===== src/rtl/game_state_ctrl.sv =====
// Game flow controller: start/level-select/idle/play/pause/respawn/result screens plus snake step pulse.
// Latency: state, outputs and step_tick are registered; every button edge acts on the next clock edge.
// Backpressure: none; button presses are one-shot edges, lost/won are sampled only while playing.
//
// Ports:
//   clk, rst                 clock and synchronous active-high reset
//   btnc, left, right        debounced button levels (rising edge = one action)
//   lost, won                collision / target-length flags from the snake logic
//   state                    0 START, 1 CHOOSE, 2 IDLE, 3 PLAY, 4 PAUSE, 5 RESULT, 6 RESPAWN
//   level, mov_speed         selected level and latched step period in cycles
//   lives_left, result_win   remaining lives and outcome of the last game
//   step_tick                one-cycle pulse per step period while in PLAY
module game_state_ctrl #(
    parameter int NUM_LEVELS     = 3,
    parameter int SPEED_W        = 28,
    parameter int SPEED_BASE     = 50_000_000,
    parameter int LIVES          = 3,
    parameter int RESULT_TIMEOUT = 500_000_000,
    localparam int LVL_W         = (NUM_LEVELS > 1) ? $clog2(NUM_LEVELS) : 1
) (
    input  logic               clk,
    input  logic               rst,
    input  logic               btnc,
    input  logic               left,
    input  logic               right,
    input  logic               lost,
    input  logic               won,
    output logic [2:0]         state,
    output logic [LVL_W-1:0]   level,
    output logic [SPEED_W-1:0] mov_speed,
    output logic [3:0]         lives_left,
    output logic               step_tick,
    output logic               result_win
);

    localparam int RES_W = (RESULT_TIMEOUT > 1) ? $clog2(RESULT_TIMEOUT) : 1;

    localparam logic [SPEED_W-1:0] SPEED_INIT = SPEED_W'(SPEED_BASE);
    localparam logic [3:0]         LIVES_INIT = 4'(LIVES);
    localparam logic [LVL_W-1:0]   LVL_MAX    = LVL_W'(NUM_LEVELS - 1);
    localparam logic [RES_W-1:0]   RES_LAST   = RES_W'(RESULT_TIMEOUT - 1);

    // The fastest level must still have a period of at least two cycles so the
    // tick stays a clean one-cycle pulse.
    if ((SPEED_BASE >> (NUM_LEVELS - 1)) < 2) begin : g_speed_chk
        $error("game_state_ctrl: SPEED_BASE >> (NUM_LEVELS-1) must be >= 2");
    end
    if (LIVES < 1 || LIVES > 15) begin : g_lives_chk
        $error("game_state_ctrl: LIVES must be in 1..15");
    end

    typedef enum logic [2:0] {
        ST_START   = 3'd0,
        ST_CHOOSE  = 3'd1,
        ST_IDLE    = 3'd2,
        ST_PLAY    = 3'd3,
        ST_PAUSE   = 3'd4,
        ST_RESULT  = 3'd5,
        ST_RESPAWN = 3'd6
    } state_t;

    state_t             cur, nxt;
    logic [2:0]         btn_q;       // previous levels of {btnc, left, right}
    logic               armed;       // low for the first cycle after reset
    logic [SPEED_W-1:0] step_cnt;
    logic [RES_W-1:0]   res_cnt;

    logic               edge_c, edge_l, edge_r;
    logic               press_c, press_l, press_r;
    logic [LVL_W-1:0]   level_n;
    logic [SPEED_W-1:0] speed_n;
    logic [3:0]         lives_n;
    logic               win_n;
    logic               step_clr;
    logic               step_wrap;
    logic               tick_n;

    assign state = cur;

    // Edges are masked until one cycle after reset has refreshed btn_q, so a
    // button held through reset never registers as a press.
    assign edge_c = armed & btnc  & ~btn_q[2];
    assign edge_l = armed & left  & ~btn_q[1];
    assign edge_r = armed & right & ~btn_q[0];

    assign press_c = edge_c;
    assign press_l = edge_l & ~edge_c;
    assign press_r = edge_r & ~edge_c & ~edge_l;

    assign step_wrap = (step_cnt >= mov_speed - SPEED_W'(1));

    always_comb begin
        nxt      = cur;
        level_n  = level;
        speed_n  = mov_speed;
        lives_n  = lives_left;
        win_n    = result_win;
        step_clr = 1'b0;
        tick_n   = 1'b0;
        case (cur)
            ST_START: begin
                if (press_c) nxt = ST_CHOOSE;
            end
            ST_CHOOSE: begin
                if (press_c) begin
                    speed_n = SPEED_INIT >> level;
                    lives_n = LIVES_INIT;
                    nxt     = ST_IDLE;
                end else if (press_l) begin
                    if (level != '0) level_n = level - LVL_W'(1);
                end else if (press_r) begin
                    if (level != LVL_MAX) level_n = level + LVL_W'(1);
                end
            end
            ST_IDLE, ST_RESPAWN: begin
                if (press_c) begin
                    nxt      = ST_PLAY;
                    step_clr = 1'b1;
                end
            end
            ST_PLAY: begin
                if (lost) begin
                    if (lives_left > 4'd1) begin
                        lives_n = lives_left - 4'd1;
                        nxt     = ST_RESPAWN;
                    end else begin
                        lives_n = 4'd0;
                        win_n   = 1'b0;
                        nxt     = ST_RESULT;
                    end
                end else if (won) begin
                    win_n = 1'b1;
                    nxt   = ST_RESULT;
                end else if (press_c) begin
                    nxt = ST_PAUSE;
                end
                // Suppress the tick when leaving PLAY so it never shows up
                // alongside another screen.
                tick_n = step_wrap && (nxt == ST_PLAY);
            end
            ST_PAUSE: begin
                if (press_c) nxt = ST_PLAY;
            end
            ST_RESULT: begin
                if (press_c || res_cnt == RES_LAST) nxt = ST_START;
            end
            default: begin
                nxt = ST_START;
            end
        endcase
    end

    always_ff @(posedge clk) begin
        if (rst) begin
            cur        <= ST_START;
            level      <= '0;
            mov_speed  <= SPEED_INIT;
            lives_left <= LIVES_INIT;
            step_tick  <= 1'b0;
            result_win <= 1'b0;
            step_cnt   <= '0;
            res_cnt    <= '0;
            btn_q      <= '0;
            armed      <= 1'b0;
        end else begin
            cur        <= nxt;
            level      <= level_n;
            mov_speed  <= speed_n;
            lives_left <= lives_n;
            step_tick  <= tick_n;
            result_win <= win_n;
            btn_q      <= {btnc, left, right};
            armed      <= 1'b1;
            // The counter also advances in the cycle PLAY is left for PAUSE,
            // and holds its value while paused.
            if (step_clr) begin
                step_cnt <= '0;
            end else if (cur == ST_PLAY) begin
                step_cnt <= step_wrap ? '0 : step_cnt + SPEED_W'(1);
            end
            // Zero whenever not staying in RESULT, so it starts at 0 on entry.
            res_cnt <= (cur == ST_RESULT && nxt == ST_RESULT) ? res_cnt + RES_W'(1) : '0;
        end
    end

endmodule


===== config.mk =====
export PLATFORM = sky130hd
export DESIGN_NAME = game_state_ctrl
export DESIGN_NICKNAME = d
export VERILOG_FILES = /design/src/rtl/game_state_ctrl.sv
export SDC_FILE = /design/constraint.sdc
export NUM_CORES = 1
export LEC_CHECK = 0
export ABC_AREA = 1
export BUFFER_PORTS_ARGS = -buffer_cell sky130_fd_sc_hd__buf_2
export CAP_MARGIN = 20
export CORE_MARGIN = 5
export CORE_UTILIZATION = 54
export DETAILED_ROUTE_END_ITERATION = 7
export PLACE_DENSITY = 0.83
export SETUP_SLACK_MARGIN = 0.3
export SLEW_MARGIN = 20
export SYNTH_ARGS = -nofsm -noshare
export SYNTH_HDL_FRONTEND = slang
export SYNTH_SLANG_ARGS = --single-unit

===== constraint.sdc =====
create_clock -name clk -period 2.18 [get_ports clk]
set_clock_uncertainty 0.15 [all_clocks]
set_input_delay 0.545 -clock clk [delete_from_list [all_inputs] [get_ports clk]]
set_output_delay 0.545 -clock clk [all_outputs]
set_load 0.01 [all_outputs]

==> results of run 1 <==
report_power, final:
part | total [mW] | switching (mW) | internal [mW]
clock | 1.11 | 0.582 | 0.529
combinational | 0.127 | 0.0870 | 0.0398
sequential | 1.53 | 0.00519 | 1.52
layout by cell type, fill, tap and decap left out, types with 5 or more instances in the layout:
| cell | count |
|---|---|
| sky130_fd_sc_hd__conb_1 | 13 |
| sky130_fd_sc_hd__nor2_1 | 99 |
| sky130_fd_sc_hd__nand2_1 | 132 |
| sky130_fd_sc_hd__a21oi_1 | 20 |
| sky130_fd_sc_hd__nand3_2 | 6 |
| sky130_fd_sc_hd__dfxtp_1 | 74 |
| sky130_fd_sc_hd__nand2_2 | 7 |
| sky130_fd_sc_hd__o21ai_0 | 14 |
| sky130_fd_sc_hd__nand3b_1 | 5 |
| sky130_fd_sc_hd__nand4_1 | 12 |
| sky130_fd_sc_hd__nor2_4 | 11 |
| sky130_fd_sc_hd__xnor2_1 | 15 |
| sky130_fd_sc_hd__buf_4 | 28 |
| sky130_fd_sc_hd__dfxtp_2 | 7 |
| sky130_fd_sc_hd__buf_2 | 35 |
| sky130_fd_sc_hd__xor2_1 | 35 |
| sky130_fd_sc_hd__clkbuf_8 | 9 |
| sky130_fd_sc_hd__nand3_1 | 31 |
| sky130_fd_sc_hd__nand2_8 | 5 |
| sky130_fd_sc_hd__ha_1 | 25 |
| sky130_fd_sc_hd__nor2_2 | 20 |
| sky130_fd_sc_hd__inv_1 | 95 |
| sky130_fd_sc_hd__nor3_1 | 19 |
registers in the layout (all words and copies together), names as in the netlist:
signal and cells:
lives_left 4, mov_speed 11, btn_q 3, step_tick 1, step_cnt 28, state 3, res_cnt 29, level 2
result_win 1, armed 1
metal layers:
| metal | track usage [%] | up-vias |
|---|---|---|
| met4 | 8.14 | 0 |
| met5 | 0 | - |
| met2 | 39.9 | 196 |
| met1 | 28.4 | 2172 |
| met3 | 4.35 | 46 |
| li1 | - | 2292 |
critical path, delay by kind of cell (launching register included):
family,cells,cell delay (ps)
adders and majority gates,1,290
AOI/OAI and AO/OA,1,40
DFF,1,340
buffers and inverters,2,190
and+or+nand+nor,11,1330
layout make-up:
cell class	instances	share of cell area, %
clock buffers	10	2.18
clock inverters	5	1.07
inverters	99	6.51
multi-input cells	499	51.2
flip-flops and latches	83	28.7
well taps	108	2.31
repair buffers	67	8.03
metrics by stage:
stage | hold WS, ps | area, um2 | setup slack [ps] | power, mW | TNS [ps]
floorplan | 280 | 4890 | 19.3 | 1.64 | 0
global placement | 295 | 5190 | -134 | 1.66 | -3350
detailed placement | 304 | 5190 | -283 | 1.66 | -7240
CTS | 236 | 5670 | -87.1 | 2.75 | -2090
global route | 240 | 5850 | -364 | 2.87 | -9480
finish | 240 | 5850 | -222 | 2.76 | -5270
final timing paths:
check	slack (ps)	endpoint	depth (start not counted)	startpoint
worst min register to register	310	res_cnt[0]	1	res_cnt[0]
worst max register to register	-220	step_cnt[25]	15	mov_speed[24]
worst min-delay path	240	btn_q[1]	3	left
worst max-delay path	-220	step_cnt[25]	15	mov_speed[24]
synthesized netlist by cell type (2+ instances only):
| library cell | count | area [um2] |
|---|---|---|
| sky130_fd_sc_hd__a21oi_1 | 21 | 105 |
| sky130_fd_sc_hd__a31oi_1 | 2 | 12.5 |
| sky130_fd_sc_hd__buf_2 | 3 | 15.0 |
| sky130_fd_sc_hd__buf_4 | 19 | 143 |
| sky130_fd_sc_hd__buf_6 | 2 | 22.5 |
| sky130_fd_sc_hd__conb_1 | 2 | 7.51 |
| sky130_fd_sc_hd__dfxtp_1 | 83 | 1660 |
| sky130_fd_sc_hd__ha_1 | 28 | 350 |
| sky130_fd_sc_hd__inv_1 | 99 | 372 |
| sky130_fd_sc_hd__nand2_1 | 139 | 522 |
| sky130_fd_sc_hd__nand2_2 | 2 | 12.5 |
| sky130_fd_sc_hd__nand3_1 | 39 | 195 |
| sky130_fd_sc_hd__nand3b_1 | 5 | 37.5 |
| sky130_fd_sc_hd__nand4_1 | 12 | 75.1 |
| sky130_fd_sc_hd__nor2_1 | 129 | 484 |
| sky130_fd_sc_hd__nor3_1 | 21 | 105 |
| sky130_fd_sc_hd__nor3b_1 | 2 | 15.0 |
| sky130_fd_sc_hd__nor4_1 | 2 | 12.5 |
| sky130_fd_sc_hd__o211ai_1 | 2 | 15.0 |
| sky130_fd_sc_hd__o21ai_0 | 15 | 75.1 |
| sky130_fd_sc_hd__o21bai_1 | 2 | 15.0 |
| sky130_fd_sc_hd__xnor2_1 | 15 | 131 |
| sky130_fd_sc_hd__xor2_1 | 35 | 307 |
cells by family (layout without fill, tap and decap cells):
family	count (synthesis)	in the layout	share of synthesized area (%)
AOI/OAI and AO/OA	49	49	5.75
adders and majority gates	28	28	7.29
other	2	13	0.156
buffers and inverters	126	181	11.7
DFF	83	83	34.6
xor gates and xnor gates	50	50	9.11
and+or+nand+nor	356	359	31.4
what timing repair did:
action,CTS,global route
gates cloned,4,0
pin swaps,21,8
buffers inserted,6,0
endpoints found under the setup margin,62,66
resized for setup,34,51
==> results.toml, run 1 <==
[run_status]
run_status = "complete, but fails checks"
violated_checks = "negative setup slack"

[global_route]
grt_first_pass_wirelength_um = 21000
grt.overflow.total = 0
antenna_found_initial = 0
vias_in_the_first_global_route = 4456
largest_net_degree_at_the_start_of_global_routing = 16
global_route.usage.total_pct = 23.1

[cells_and_area]
drive_above_1_share_pct = 20.3
layout.filler_cells = 689
multi_input_area_mm2 = 0.00299
areaGrowthSynthToFinish_pct = 21.6
design.final.nets = 794
final_core_utilization_pct = 67.4
area.sequential_mm2 = 0.00168
fin_cells = 871
n_antenna_cell = 0

[timing]
max_clock_freq_ghz = 0.416
timing.final.ws_setup_ps = -222
slew_viol_final = 0
timing.final.crit_period_ps = 2400
grt_setup_unrepaired = "true"
final-hold-violation-count = 0
setup-violations-final = 29
tightestPinTransition_ps = 680
timing.final.crit_share_pct = 110
max-slew-margin-rel_pct = 54.6

[yosys]
synth_area_mm2 = 0.00481
postSynthCellCount = 694
synth_enable_flop_cells = 0
synth-warning-count = 0
yosys_register_bits = 83
ys.flop_type = "sky130_fd_sc_hd__dfxtp_1"
yosys.cell_types.count = 38
syn-mean-instance-area_um2 = 6.93
synth_seq_area_share_pct = 34.6
postSynth.asyncResetShare_pct = 0

[routing]
postRouteAntennaNets = 0
met3_wirelength_um = 854
post_drt_wl_per_cell_um = 14.8
dr.first_iter.drc_count = 310
routed-wl-met2_um = 6260
route.top_layer_used = "met4"
via_per_inst = 5.40
routed_wirelength_um = 12900
detailedRoute.firstPassIterationCount = 5
wirelength_met1_um = 5410
post-route-drc-count = 0
route.vias.total = 4706

[setup_path]
critical_path_required_ps = 2330
critical_path.cell_chain = "buf_4 -> nor2_2 -> nand4_1 -> nand2_1 -> inv_1 -> ha_1 -> nand2_2 -> a21oi_2 -> nor2_2 -> nand3_2 -> nand2_2 -> nand3_4 -> nand2_8 -> nand2_8 -> nor2_4"
critical-path-slowest-cell = "sky130_fd_sc_hd__dfxtp_2"
worst_setup_path_end_kind = "register"
crit_path_max_fanout = 7
crit_type = "reg -> reg"
critical_path.max_stage_delay_ps = 340
crit_arrival_ps = 2550
startpoint_type = "register"

[power_and_ir_drop]
power_per_cell_area_mw_per_mm2 = 473
leakagePower_nw = 2.42
worst_ir_drop_vdd_uv = 309

[floorplan]
floorplan.io_pins = 46
initial_core_util_pct = 55.4
coreArea_mm2 = 0.00868
vertical_die_dimension_um = 104
fp.dieW_um = 104
fp.dieArea_mm2 = 0.0109
fp-row-count = 34

[cts]
cts.path.max_buffers = 2
clock_insertion_delay_worst_skew_ps = 370
cts.hold.buffers_added = 0
clock_net_sink_count = 83
numCtsBuffers = 9
cts.root.buffer_cell = "sky130_fd_sc_hd__clkbuf_8"
clkTransAtPathRegs_ps = 90
htree_levels = 3
tritoncts = "done"

[placement]
portBuffers = 35
numPlacedInstances = 846
place_congestion = 0.878
detailedPlacementHpwl_um = 8550

[hold_path]
worstHoldPathType = "in -> reg"

[flow_run]
timing.max_cap.violations = 0
No activity file was read; power rests on OpenSTA's default activity.
==> run 2: changes to the inputs <==
--- a/config.mk
+++ b/config.mk
@@ -5,15 +5,15 @@
 export SDC_FILE = /design/constraint.sdc
 export NUM_CORES = 1
 export LEC_CHECK = 0
-export ABC_AREA = 1
 export BUFFER_PORTS_ARGS = -buffer_cell sky130_fd_sc_hd__buf_2
 export CAP_MARGIN = 20
 export CORE_MARGIN = 5
-export CORE_UTILIZATION = 54
+export CORE_UTILIZATION = 53
 export DETAILED_ROUTE_END_ITERATION = 7
-export PLACE_DENSITY = 0.83
+export PLACE_DENSITY = 0.82
 export SETUP_SLACK_MARGIN = 0.3
 export SLEW_MARGIN = 20
 export SYNTH_ARGS = -nofsm -noshare
 export SYNTH_HDL_FRONTEND = slang
 export SYNTH_SLANG_ARGS = --single-unit
+export TNS_END_PERCENT = 10
==> results.toml, run 2 <==
[routing]
routed_wirelength_um = 9740
via_per_inst = 5.38
dr.first_iter.drc_count = 150
postRouteAntennaNets = 0
post-route-drc-count = 0
post_drt_wl_per_cell_um = 13.8
detailedRoute.firstPassIterationCount = 4
route.vias.total = 3807

[yosys]
yosys.cell_types.count = 61
synth-warning-count = 0
ys.flop_type = "sky130_fd_sc_hd__dfxtp_1"
yosys-top-cells-count = "sky130_fd_sc_hd__nor2_1 (88), sky130_fd_sc_hd__dfxtp_1 (83), sky130_fd_sc_hd__nand2_1 (52)"
synth_most_common_cell = "sky130_fd_sc_hd__nor2_1"
ys_top_cells_by_area = "sky130_fd_sc_hd__dfxtp_1 (37%), sky130_fd_sc_hd__ha_1 (7.9%), sky130_fd_sc_hd__nor2_1 (7.4%), sky130_fd_sc_hd__xor2_1 (6.3%), sky130_fd_sc_hd__xnor2_1 (4.7%)"
synth_seq_area_share_pct = 37.4
synth_top_cell_area_share_pct = 37.4
syn-mean-instance-area_um2 = 8.57
postSynthCellCount = 519
yosysTopAreaCell = "sky130_fd_sc_hd__dfxtp_1"
synth_enable_flop_cells = 0
synth_area_mm2 = 0.00445
yosys_register_bits = 83
postSynth.asyncResetShare_pct = 0

[cts]
cts.path.max_buffers = 2
cts.hold.buffers_added = 0
cts.root.buffer_cell = "sky130_fd_sc_hd__clkbuf_8"
clkTransAtPathRegs_ps = 80
numCtsBuffers = 9
clock_net_sink_count = 83
tritoncts = "done"
htree_levels = 3
cts_setup_buffers = 0
clock_insertion_delay_worst_skew_ps = 360

[timing]
slew_viol_final = 0
max-slew-margin-rel_pct = 66.9
grt_setup_unrepaired = "true"
tightestPinTransition_ps = 494
final-hold-violation-count = 0
timing.final.crit_share_pct = 109
setup-violations-final = 29
timing.final.ws_setup_ps = -198
max_clock_freq_ghz = 0.421
tns_ps = -4510
timing.final.crit_period_ps = 2380

[floorplan]
fp.dieArea_mm2 = 0.0103
fp.dieW_um = 102
fp-row-count = 33
vertical_die_dimension_um = 102
initial_core_util_pct = 54.4
coreArea_mm2 = 0.00818
floorplan.io_pins = 46

[setup_path]
worstRegToRegCells = 12
critical_path_required_ps = 2320
r2r_slack_ps = -200
critical_path.reg2reg.startpoint = "mov_speed[5]"
crit_type = "reg -> reg"
crit_path_max_fanout = 16
worst_setup_path_end_kind = "register"
rr_endpoint = "step_cnt[3]"
startpoint_type = "register"
crit_arrival_ps = 2510

[global_route]
grt.overflow.total = 0
grt_first_pass_wirelength_um = 16600
vias_in_the_first_global_route = 3657
largest_net_degree_at_the_start_of_global_routing = 29
antenna_found_initial = 0
global_route.usage.total_pct = 19.8

[placement]
portBuffers = 35
detailedPlacementHpwl_um = 7350
place_congestion = 0.834
numPlacedInstances = 691

[power_and_ir_drop]
power_per_cell_area_mw_per_mm2 = 501
worst_ir_drop_vdd_uv = 431
leakagePower_nw = 2.20

[run_status]
run_status = "complete, but fails checks"
violated_checks = "negative setup slack"

[cells_and_area]
largest_register_ff_count = 29
n_antenna_cell = 0
layout.filler_cells = 602
registers_with_the_highest_flip_flop_counts = "res_cnt x29, step_cnt x28, mov_speed x11"
mostFrequentLayoutCell = "sky130_fd_sc_hd__nor2_1"
fin_cells = 707
largest_register = "res_cnt"
design.final.nets = 632
areaGrowthSynthToFinish_pct = 20.8
drive_above_1_share_pct = 27.9
layout.cells.most_common_list = "sky130_fd_sc_hd__nor2_1 (73), sky130_fd_sc_hd__dfxtp_1 (72), sky130_fd_sc_hd__nand2_1 (52), sky130_fd_sc_hd__buf_4 (47), sky130_fd_sc_hd__buf_2 (35)"

[flow_run]
timing.max_cap.violations = 0

[hold_path]
holdPathStages = 3
min_from = "right"
worstHoldPathType = "in -> reg"
min_delay_worst_endpoint = "btn_q[0]"
## run 2: per-layer routing
| metal | GRT usage [%] | vias up | wire (um) |
|---|---|---|---|
| met2 | 31.2 | 104 | 4580 |
| met1 | 26.2 | 1771 | 4380 |
| li1 | - | 1909 | - |
| met4 | 9.71 | 0 | 251 |
| met3 | 3.44 | 23 | 536 |
| met5 | 0 | - | 0 |
## run 2: worst max path at each step
stage | startpoint | slack [ps] | endpoint | cells after the start
final | mov_speed[5] | -200 | step_cnt[3] | 12
after global routing | mov_speed[5] | -320 | step_cnt[10] | 12
after CTS | mov_speed[5] | -190 | step_cnt[3] | 12
after detailed placement | mov_speed[25] | -230 | step_cnt[3] | 9
after global placement | mov_speed[25] | -150 | step_cnt[3] | 9
after floorplan | mov_speed[9] | -100 | step_cnt[22] | 12
## run 2: cell families after synthesis
group | count (synthesis) | share of synthesized area (%)
AOI/OAI and AO/OA | 62 | 9.17
xor gates and xnor gates | 56 | 11.0
adders and majority gates | 28 | 7.88
buffers and inverters | 48 | 6.27
DFF | 83 | 37.4
muxes | 2 | 0.450
other | 2 | 0.169
and+or+nand+nor | 238 | 27.7
## run 2: area by class of cell
type	instances	area (um2)	share of cell area, %
Tap cell	105	131	2.45
Clock inverter	6	46.3	0.862
Inverter	20	80.1	1.49
Sequential cell	83	1680	31.3
Clock buffer	10	138	2.56
Multi-Input combinational cell	399	2730	50.8
Timing Repair Buffer	84	568	10.6
## run 2: critical path: stages (launching register included)
cell                       delay [ps]
sky130_fd_sc_hd__dfxtp_4          370
sky130_fd_sc_hd__inv_4             60
sky130_fd_sc_hd__ha_4             150
sky130_fd_sc_hd__nand3_4           80
sky130_fd_sc_hd__nor2_2           100
sky130_fd_sc_hd__xnor2_1          140
sky130_fd_sc_hd__ha_2             300
sky130_fd_sc_hd__o21a_1           160
sky130_fd_sc_hd__o211ai_1         210
sky130_fd_sc_hd__o211a_4          230
sky130_fd_sc_hd__o21bai_4          90
sky130_fd_sc_hd__buf_12           160
sky130_fd_sc_hd__a21oi_1          110
## run 2: through the flow
stage	area (um2)	power [mW]	util (%)	setup slack (ps)	hold slack, ps
4_1_cts	5300	2.70	64.9	-185	259
6_report	5370	2.69	65.7	-198	270
3_5_place_dp	5040	1.68	61.6	-229	327
2_1_floorplan	4540	1.66	-	-97.2	280
3_3_place_gp	5040	1.68	61.6	-154	322
5_1_grt	5370	2.79	65.7	-319	280
## run 2: what timing repair did
| item | 4_1_cts | 5_1_grt |
|---|---|---|
| resized for setup | 25 | 20 |
| pin swaps | 45 | 4 |
| endpoints found under the setup margin | 60 | 72 |
## run 2: report_power, final
| part | switching, mW | internal (mW) |
|---|---|---|
| clock network | 0.577 | 0.455 |
| logic | 0.0761 | 0.0495 |
| registers | 0.0104 | 1.52 |
==> run 3: changes to the inputs <==
--- a/config.mk
+++ b/config.mk
@@ -8,12 +8,13 @@
 export BUFFER_PORTS_ARGS = -buffer_cell sky130_fd_sc_hd__buf_2
 export CAP_MARGIN = 20
 export CORE_MARGIN = 5
-export CORE_UTILIZATION = 53
+export CORE_UTILIZATION = 55
+export CTS_BUF_LIST = sky130_fd_sc_hd__clkbuf_4
 export DETAILED_ROUTE_END_ITERATION = 7
-export PLACE_DENSITY = 0.82
+export PLACE_DENSITY = 0.84
 export SETUP_SLACK_MARGIN = 0.3
 export SLEW_MARGIN = 20
 export SYNTH_ARGS = -nofsm -noshare
 export SYNTH_HDL_FRONTEND = slang
 export SYNTH_SLANG_ARGS = --single-unit
-export TNS_END_PERCENT = 10
+export TNS_END_PERCENT = 5
==> results.toml, run 3 (synthesis results as in run 2) <==
[power_and_ir_drop]
power.sequential.fraction_pct = 55.5
overall_power_mw = 2.76
share_clk_of_total_power_pct = 39.5
power_per_cell_area_mw_per_mm2 = 505
power_switching_share_pct = 25.4
intPower_mw = 2.06
power_switching_uw = 700
comb_power_share_pct = 5.0
worst_ir_drop_vdd_uv = 360
leakagePower_nw = 2.24

[timing]
timing.final.crit_period_ps = 2690
fin_worst_hold_slack_ps = 171
final-hold-violation-count = 0
grt_setup_unrepaired = "true"
slew_viol_final = 0
timing.final.crit_share_pct = 123
setup-violations-final = 29
tns_ps = -14070
timing.final.ws_setup_ps = -510
max_clock_freq_ghz = 0.372

[setup_path]
r2r_slack_ps = -510
worst_setup_path_end_kind = "register"
critical_path_required_ps = 2390
rr_endpoint = "step_cnt[21]"
crit_arrival_ps = 2900
crit_path_max_fanout = 12
crit_type = "reg -> reg"
critical-path-slowest-cell = "sky130_fd_sc_hd__dfxtp_4"
critical_path.cell_chain = "buf_6 -> nor3_2 -> xnor2_1 -> ha_1 -> nand2_1 -> o211ai_1 -> a41oi_2 -> o211a_4 -> o21bai_4 -> clkbuf_16 -> nor2_1"
startpoint_type = "register"
critical_path.reg2reg.startpoint = "mov_speed[24]"
worstRegToRegCells = 11
critical_path.max_stage_delay_ps = 390

[cts]
clock_insertion_delay_worst_skew_ps = 460
numCtsBuffers = 9
clock_net_sink_count = 83
tritoncts = "done"
cts.path.max_buffers = 2
cts.root.buffer_cell = "sky130_fd_sc_hd__clkbuf_4"
clkTransAtPathRegs_ps = 140
cts.hold.buffers_added = 0
htree_levels = 3

[global_route]
vias_in_the_first_global_route = 3975
largest_net_degree_at_the_start_of_global_routing = 29
grt.overflow.total = 0
global_route.usage.total_pct = 23.8
grt_first_pass_wirelength_um = 19000
antenna_found_initial = 0

[cells_and_area]
mostFrequentLayoutCell = "sky130_fd_sc_hd__nor2_1"
areaGrowthSynthToFinish_pct = 22.8
n_antenna_cell = 0
registers_with_the_highest_flip_flop_counts = "res_cnt x29, step_cnt x28, mov_speed x11"
largest_register = "res_cnt"
layout.filler_cells = 503
largest_register_ff_count = 29
layout.cells.most_common_list = "sky130_fd_sc_hd__nor2_1 (77), sky130_fd_sc_hd__dfxtp_1 (67), sky130_fd_sc_hd__nand2_1 (51), sky130_fd_sc_hd__buf_4 (44), sky130_fd_sc_hd__buf_2 (33)"
design.final.nets = 633
drive_above_1_share_pct = 28.7

[routing]
route.vias.total = 4201
detailedRoute.firstPassIterationCount = 6
via_per_inst = 5.96
post_drt_wl_per_cell_um = 17.8
postRouteAntennaNets = 0
post-route-drc-count = 0
dr.first_iter.drc_count = 416
routed_wirelength_um = 12600

[floorplan]
vertical_die_dimension_um = 99.9
floorplan.io_pins = 46
fp-row-count = 32
initial_core_util_pct = 57.0
coreArea_mm2 = 0.00781
fp.dieArea_mm2 = 0.00998
fp.dieW_um = 99.9

[hold_path]
worstHoldPathType = "in -> reg"
min_from = "right"
holdPathStages = 3
min_delay_worst_endpoint = "btn_q[0]"

[run_status]
violated_checks = "negative setup slack"
run_status = "complete, but fails checks"

[placement]
place_congestion = 0.843
portBuffers = 35
dp_slack_ps = -195
detailedPlacementHpwl_um = 7500

[flow_run]
timing.max_cap.violations = 0
## run 3: cell types whose count changed in the layout (fill, tap and decap cells not counted), sizes merged
| cell | before | now |
|---|---|---|
| bufinv | 0 | 2 |
| inv | 22 | 23 |
| clkinv | 2 | 1 |
| clkinvlp | 2 | 1 |
## run 3: final cells by class
cell class	instances	area, um2	share of cell area, %
flip-flops and latches	83	1690	31.0
repair buffers	85	608	11.1
well taps	102	128	2.34
clock buffers	9	67.6	1.24
clock inverters	7	105	1.93
inverters	20	77.6	1.42
multi-input cells	399	2780	51.0
## run 3: power groups by stage
stage	Sequential [mW]	Combinational, mW	Clock [mW]
5_1_grt	1.54	0.147	1.16
4_1_cts	1.53	0.126	1.08
3_5_place_dp	1.57	0.115	0
6_report	1.53	0.137	1.09
2_1_floorplan	1.57	0.0908	0
3_3_place_gp	1.57	0.111	0
## run 3: worst max-delay path by stage
stage                   end  cells past startpoint          start  slack (ps)
3_3_place_gp    step_cnt[3]                      9   mov_speed[5]        -100
6_report       step_cnt[21]                     11  mov_speed[24]        -510
2_1_floorplan  step_cnt[22]                     12   mov_speed[9]        -100
5_1_grt        step_cnt[18]                     11  mov_speed[24]        -530
3_5_place_dp   step_cnt[11]                     11  mov_speed[24]        -200
4_1_cts        step_cnt[11]                     12   mov_speed[9]        -200
## run 3: stage by stage
| step | area, um2 | cells | util (%) |
|---|---|---|---|
| 6_report | 5460 | 705 | 69.9 |
| 5_1_grt | 5460 | 705 | 69.9 |
| 4_1_cts | 5380 | 705 | 68.9 |
| 3_5_place_dp | 5010 | 687 | 64.2 |
| 3_3_place_gp | 5010 | 687 | 64.2 |
| 2_1_floorplan | 4540 | 530 | - |
## run 3: layer usage
metal / global-route usage [%] / routed length [um] / vias to the layer above
met2: 42.0 / 6120 / 225
met1: 27.8 / 4860 / 1983
met5: 0 / 0 / -
met3: 3.54 / 862 / 69
li1: - / - / 1924
met4: 12.0 / 720 / 0
## run 3: repair_timing
action / CTS / global route
setup buffers: 1 / 0
resized for setup: 40 / 22
pin swaps: 44 / 9
gates cloned: 1 / 0
endpoints found under the setup margin: 66 / 70
## run 3: critical path, delay by kind of cell (launching register included)
kind	cells	cell delay, ps
adders and majority gates	1	380
and+or+nand+nor	3	390
buffers and inverters	2	340
xor gates and xnor gates	1	160
AOI/OAI and AO/OA	4	800
DFF	1	390
